`src/rtl/branch_predict_ctrl.sv`:
```
// branch_predict_ctrl: branch history/target table with mispredict recovery.
//
// Ports:
//   clock, reset            core clock (rising edge), async active-low reset
//   if_pc                   fetch PC, looked up combinationally
//   if_predict_taken/target combinational prediction for if_pc
//   ex_*                    resolved branch from EX plus the prediction it carried
//   redirect, redirect_pc   registered one-cycle PC redirect
//   flush_if_id/id_ex       registered flush pulses, equal to redirect
//   stat_branches/mispredicts  saturating counters, present only with
//                              BRANCH_STATS_EN defined
//
// Optional feature macro: BRANCH_STATS_EN
module branch_predict_ctrl #(
    parameter int unsigned IDX_BITS = 6,
    parameter int unsigned TAG_BITS = 8
) (
    input  logic        clock,
    input  logic        reset,
    input  logic [31:0] if_pc,
    output logic        if_predict_taken,
    output logic [31:0] if_predict_target,
    input  logic        ex_valid,
    input  logic        ex_branch,
    input  logic        ex_taken,
    input  logic [31:0] ex_pc,
    input  logic [31:0] ex_target,
    input  logic        ex_pred_taken,
    input  logic [31:0] ex_pred_target,
    output logic        redirect,
    output logic [31:0] redirect_pc,
    output logic        flush_if_id,
    output logic        flush_id_ex
`ifdef BRANCH_STATS_EN
    ,
    output logic [31:0] stat_branches,
    output logic [31:0] stat_mispredicts
`endif
);

    localparam int unsigned ENTRIES = 1 << IDX_BITS;
    localparam int unsigned TAG_LO  = IDX_BITS + 2;
    localparam int unsigned TAG_HI  = IDX_BITS + TAG_BITS + 1;

    typedef enum logic {
        S_IDLE    = 1'b0,
        S_RECOVER = 1'b1
    } state_e;

    // Table storage
    logic                valid_q  [ENTRIES];
    logic                valid_d  [ENTRIES];
    logic [TAG_BITS-1:0] tag_q    [ENTRIES];
    logic [TAG_BITS-1:0] tag_d    [ENTRIES];
    logic [31:0]         target_q [ENTRIES];
    logic [31:0]         target_d [ENTRIES];
    logic [1:0]          ctr_q    [ENTRIES];
    logic [1:0]          ctr_d    [ENTRIES];

    state_e      state_q, state_d;
    logic        redirect_q, redirect_d;
    logic [31:0] redirect_pc_q, redirect_pc_d;

    logic [IDX_BITS-1:0] if_idx, ex_idx;
    logic [TAG_BITS-1:0] if_tag, ex_tag;
    logic                if_hit, ex_hit;
    logic                res, mispredict;
    logic [31:0]         recover_pc;

    assign if_idx = if_pc[TAG_LO-1:2];
    assign if_tag = if_pc[TAG_HI:TAG_LO];
    assign ex_idx = ex_pc[TAG_LO-1:2];
    assign ex_tag = ex_pc[TAG_HI:TAG_LO];

    // Address bits outside index/tag do not take part in the lookup
    logic unused_if_bits;
    assign unused_if_bits = ^{if_pc[1:0], if_pc[31:TAG_HI+1]};

    // Fetch-side lookup; reads pre-update contents (no bypass)
    assign if_hit            = valid_q[if_idx] && (tag_q[if_idx] == if_tag);
    assign if_predict_taken  = if_hit && ctr_q[if_idx][1];
    assign if_predict_target = if_hit ? target_q[if_idx] : 32'd0;

    // Resolution is gated while redirecting: the EX instruction is wrong-path
    assign res        = ex_valid && ex_branch && !redirect_q;
    assign mispredict = (ex_taken != ex_pred_taken) ||
                        (ex_taken && ex_pred_taken && (ex_target != ex_pred_target));
    assign recover_pc = ex_taken ? ex_target : (ex_pc + 32'd4);
    assign ex_hit     = valid_q[ex_idx] && (tag_q[ex_idx] == ex_tag);

    // Table training
    always_comb begin
        valid_d  = valid_q;
        tag_d    = tag_q;
        target_d = target_q;
        ctr_d    = ctr_q;
        if (res) begin
            if (ex_hit) begin
                if (ex_taken) begin
                    ctr_d[ex_idx]    = (ctr_q[ex_idx] == 2'd3) ? 2'd3 : ctr_q[ex_idx] + 2'd1;
                    target_d[ex_idx] = ex_target;
                end else begin
                    ctr_d[ex_idx]    = (ctr_q[ex_idx] == 2'd0) ? 2'd0 : ctr_q[ex_idx] - 2'd1;
                end
            end else if (ex_taken) begin
                valid_d[ex_idx]  = 1'b1;
                tag_d[ex_idx]    = ex_tag;
                target_d[ex_idx] = ex_target;
                ctr_d[ex_idx]    = 2'd2;
            end
        end
    end

    // Recovery FSM next state and outputs
    always_comb begin
        state_d       = state_q;
        redirect_d    = 1'b0;
        redirect_pc_d = redirect_pc_q;
        case (state_q)
            S_IDLE: begin
                if (res && mispredict) begin
                    state_d       = S_RECOVER;
                    redirect_d    = 1'b1;
                    redirect_pc_d = recover_pc;
                end
            end
            S_RECOVER: begin
                state_d = S_IDLE;
            end
            default: begin
                state_d = S_IDLE;
            end
        endcase
    end

    // State and table registers
    always_ff @(posedge clock or negedge reset) begin
        if (!reset) begin
            state_q       <= S_IDLE;
            redirect_q    <= 1'b0;
            redirect_pc_q <= 32'd0;
            for (int i = 0; i < int'(ENTRIES); i++) begin
                valid_q[i]  <= 1'b0;
                tag_q[i]    <= '0;
                target_q[i] <= 32'd0;
                ctr_q[i]    <= 2'b01;
            end
        end else begin
            state_q       <= state_d;
            redirect_q    <= redirect_d;
            redirect_pc_q <= redirect_pc_d;
            valid_q       <= valid_d;
            tag_q         <= tag_d;
            target_q      <= target_d;
            ctr_q         <= ctr_d;
        end
    end

    assign redirect    = redirect_q;
    assign redirect_pc = redirect_pc_q;
    assign flush_if_id = redirect_q;
    assign flush_id_ex = redirect_q;

`ifdef BRANCH_STATS_EN
    logic [31:0] stat_branches_q, stat_branches_d;
    logic [31:0] stat_mispredicts_q, stat_mispredicts_d;

    // Saturating event counters
    always_comb begin
        stat_branches_d    = stat_branches_q;
        stat_mispredicts_d = stat_mispredicts_q;
        if (res && (stat_branches_q != 32'hFFFF_FFFF)) begin
            stat_branches_d = stat_branches_q + 32'd1;
        end
        if (res && mispredict && (stat_mispredicts_q != 32'hFFFF_FFFF)) begin
            stat_mispredicts_d = stat_mispredicts_q + 32'd1;
        end
    end

    always_ff @(posedge clock or negedge reset) begin
        if (!reset) begin
            stat_branches_q    <= 32'd0;
            stat_mispredicts_q <= 32'd0;
        end else begin
            stat_branches_q    <= stat_branches_d;
            stat_mispredicts_q <= stat_mispredicts_d;
        end
    end

    assign stat_branches    = stat_branches_q;
    assign stat_mispredicts = stat_mispredicts_q;
`endif

endmodule

```
`config.mk`:
```
export PLATFORM = sky130hd
export DESIGN_NAME = branch_predict_ctrl
export DESIGN_NICKNAME = d
export VERILOG_FILES = /design/src/rtl/branch_predict_ctrl.sv
export SDC_FILE = /design/constraint.sdc
export NUM_CORES = 2
export LEC_CHECK = 0
export ABC_CLOCK_PERIOD_IN_PS = 6410
export CELL_PAD_IN_SITES_DETAIL_PLACEMENT = 1
export CELL_PAD_IN_SITES_GLOBAL_PLACEMENT = 1
export CORE_MARGIN = 10
export CORE_UTILIZATION = 50
export CTS_CLUSTER_DIAMETER = 50
export CTS_CLUSTER_SIZE = 25
export DETAILED_ROUTE_END_ITERATION = 8
export GPL_TIMING_DRIVEN = 0
export PLACE_DENSITY_LB_ADDON = 0.1
export REMOVE_ABC_BUFFERS = 1
export SETUP_SLACK_MARGIN = 0.5
export SLEW_MARGIN = 25
export SYNTH_ARGS = -nofsm -noshare
export SYNTH_HDL_FRONTEND = slang
export SYNTH_SLANG_ARGS = --single-unit
```
`constraint.sdc`:
```
create_clock -name clock -period 6.41 [get_ports clock]
set_input_delay 0.9615 -clock clock [delete_from_list [all_inputs] [get_ports clock]]
set_output_delay 0.9615 -clock clock [all_outputs]
set_load 0.01 [all_outputs]
```
==> reports/results.tsv <==
stage	metric	value	unit
status	status	finished clean	
detailed_routing	final WL	492000	um
clock_network	H-tree levels	5	
clock_network	clock latency at the later pin of the worst-skew pair	0.94	ns
global_route	Global Route Usage Sum	33.3	%
floorplanning	die width	538	um
global_route	largest net degree at the start of global routing	146	
synthesis	top cells by count, synth	dfrtp_1, mux2_2, mux4_2	
clock_network	Clock Pin Slew Worst Setup and Hold Paths	0.06	ns
clock_network	total CTS buffers	327	
timing	Max Fclk	0.162	GHz
worst_hold_path	HP Start	ex_target[26]	
detailed_routing	DRC errors left	0	
worst_setup_path	Worst Path Arrival	5.19	ns
placement	PortBufs	183	
cells_and_area	non-filler cells, final	12700	
timing	Worst slew margin	22.5	%
power_and_ir_drop	power per cell area	270	nW/um^2
detailed_routing	drt initial violations	8220	
worst_setup_path	CP max stage cell	mux4_2	
synthesis	Synth Cell Area	134000	um^2
worst_setup_path	crit path kind	in2out	
worst_hold_path	HP Class	in2reg	
timing	RSZ-0062 raised after global routing	yes	
timing	Final period util	96.0	%
worst_setup_path	Startpoint Class	input pin	
synthesis	syn_area_per_cell	15.3	um^2
synthesis	Syn. warnings	0	
worst_setup_path	largest stage delay on the critical path	0.59	ns
timing	final setup skew	0.0514	ns
placement	DP Wirelength	305000	um
synthesis	post-synth top area share	50.7	%
power_and_ir_drop	Leakage	74.2	nW
detailed_routing	vias per cell	6.75	
timing	Worst-Margin Slew	1.16	ns
synthesis	synthesis-stage register bit count	2785	
synthesis	most common cell in the netlist	dfrtp_1	
worst_setup_path	Worst Reg-to-Reg Cells	15	
detailed_routing	Post-DRT Antenna Nets	0	
timing	Final Hold Fails	0	
placement	DP Cell Count	12000	
synthesis	number of enable flip-flop cells after synthesis	0	
worst_hold_path	Hold Path Depth	2	
worst_setup_path	worst-path fanout max	11	
floorplanning	core box area	268000	um^2
floorplanning	Core Rows	190	
power_and_ir_drop	Peak VDD IR	0.000211	V
worst_setup_path	most used cell, CP	buf_16	
cells_and_area	NumNets Final	9024	
worst_setup_path	register-to-register setup slack	1.13	ns
timing	Final Max Tran Viols	0	
synthesis	main flop type after synthesis	dfrtp_1	
global_route	GR Overflow Total	0	
clock_network	CTS tree	yes	
timing	Tmin final	6.16	ns
placement	GP Congestion	0.853	
synthesis	sequential element share of the synthesized area	51.9	%
synthesis	Area contributors post-synth	dfrtp_1, mux2_2, mux4_2, clkbuf_1, dfstp_2	
global_route	initial antenna violation count	22	
flow_run	Max-Cap Viols	0	
synthesis	ys async rst share	100	%
synthesis	Distinct cells, synth	71	
clock_network	CTS Sinks	2785	
worst_setup_path	worst path required time	5.45	ns
floorplanning	Die Y-Extent	538	um
floorplanning	DIE AREA	290000	um^2
detailed_routing	Pre-antenna DRT Iters	5	
power_and_ir_drop	Pwr Total	0.0430	W
detailed_routing	average wire per standard cell	38.7	um
floorplanning	Initial Util	50.2	%
floorplanning	IO Pins	202	
global_route	global-route wire length before repair	706000	um
worst_setup_path	launching point of the worst reg2reg path	tag_q[338]	
clock_network	root buffer cell	clkbuf_16	
worst_setup_path	crit path capture type	output pin	
worst_setup_path	CP bufs+invs	12	
timing	count of final setup violators	0	
clock_network	Max Root-Sink Buffers	4	
global_route	vias in the first global route	93000	
worst_setup_path	crit-path cells	buf_16 -> buf_16 -> buf_16 -> buf_4 -> buf_16 -> mux4_2 -> mux4_2 -> mux4_2 -> xor2_1 -> nor4_2 -> buf_4 -> buf_12 -> buf_12 -> buf_8 -> buf_6 -> buf_6 -> and3_4 -> buf_6	
worst_setup_path	reg2reg end	tag_q[311]	
worst_hold_path	Hold EP	target_q[1114]	
synthesis	largest area contributor in the netlist	dfrtp_1	
cells_and_area	share of cells above drive strength 1	53.8	%
worst_setup_path	delay-heaviest family, CP	buffers and inverters	
detailed_routing	DR vias	85800	
cells_and_area	area delta synth->final	18.5	%
synthesis	Cells after Synth	8808	
## cells in the final DEF, fill, tap and decap left out, types with 39 or more instances in the layout
cell type,Yosys,routed
nor2_4,0,39
o32a_1,125,125
mux2_2,2593,2593
buf_6,2,59
nor2_1,167,123
mux4_2,933,933
nand2_1,212,182
dfstp_2,64,64
inv_1,77,75
xnor2_1,45,43
o21a_1,62,62
buf_4,19,97
a22oi_1,53,53
inv_6,0,66
dfrtp_1,2721,2721
o21ai_2,44,39
mux2i_1,133,128
a221oi_1,45,45
clkdlybuf4s50_1,0,97
o21ai_0,111,111
buf_16,0,185
buf_12,0,97
clkbuf_16,0,340
nand2b_1,125,124
## cell type report
type | count | area, um^2
inverter | 78 | 300
fill | 23700 | 108000
multi-input combinational | 5077 | 62000
sequential | 2785 | 69800
timing repair buffer | 619 | 11100
antenna | 11 | 27.5
clock inverter | 223 | 2650
clock buffer | 377 | 8890
tap | 3552 | 4440
## worst max path at each step
stage                        start               endpoint  slack (ns)  cells after the start
after floorplan           ex_pc[3]             ctr_q[101]      -17.30                      7
after global placement       reset        redirect_pc[19]     -120.25                      1
after detailed placement  if_pc[2]  if_predict_target[11]       -3.19                     16
after CTS                 if_pc[2]  if_predict_target[19]        0.29                     20
after global routing      if_pc[2]  if_predict_target[16]        0.21                     18
final                     if_pc[2]  if_predict_target[19]        0.25                     18
## sequential cells by signal, indices dropped and copies added (netlist names)
signal,count
tag_q,512
target_q,2048
flush_id_ex,1
valid_q,64
ctr_q,128
redirect_pc,32
## worst register-to-register path: cells and delay by family, from the launching register on
family,cells,cell delay (ns)
and+or+nand+nor,3,1.13
muxes,3,1.49
AOI/OAI and AO/OA,3,1.16
buffers and inverters,6,1.01
DFF,1,0.39
## cells by family (layout without fill, tap and decap cells)
| kind of cell | Yosys count | after routing | synth area share (%) |
|---|---|---|---|
| simple gates | 673 | 674 | 2.41 |
| mux | 3696 | 3696 | 38.7 |
| buf+inv | 947 | 1297 | 2.79 |
| flops | 2785 | 2785 | 51.9 |
| compound gates | 632 | 632 | 3.71 |
| other cells | 0 | 11 | 0 |
| fa+ha+maj | 4 | 4 | 0.0335 |
| xor+xnor | 71 | 71 | 0.463 |
## metal layers
metal | track usage, % | routed length [um]
met1 | 44.2 | 197000
met2 | 51.9 | 228000
met3 | 7.62 | 38000
met4 | 16.4 | 29000
met5 | 0 | 114
## per-stage QoR
stage	setup WS, ns	TNS, ns	utilization [%]	area, um^2	hold WS (ns)
after floorplan	-17.30	-7481.98	-	131000	0.434
after detailed placement	-3.19	-610.32	54.1	145000	0.463
after global routing	0.212	0	59.5	159000	0.318
final	0.255	0	59.5	159000	0.337
after global placement	-120.25	-	51.3	137000	0.450
after CTS	0.291	0	59.4	159000	0.267
## power by group
part	internal [W]	switching [W]
Combinational	0.00192	0.00226
Sequential	0.0184	0.000493
Clock	0.0114	0.00859
## what timing repair did
item / in CTS / in global routing
endpoints found under the hold margin: 77 / 0
hold buffers: 1 / 0
gates cloned: 51 / 0
pin swaps: 27 / 15
buffers inserted: 55 / 7
gates resized for setup: 292 / 11
endpoints found under the setup margin: 671 / 94
Power figures use the tool's default switching activity.
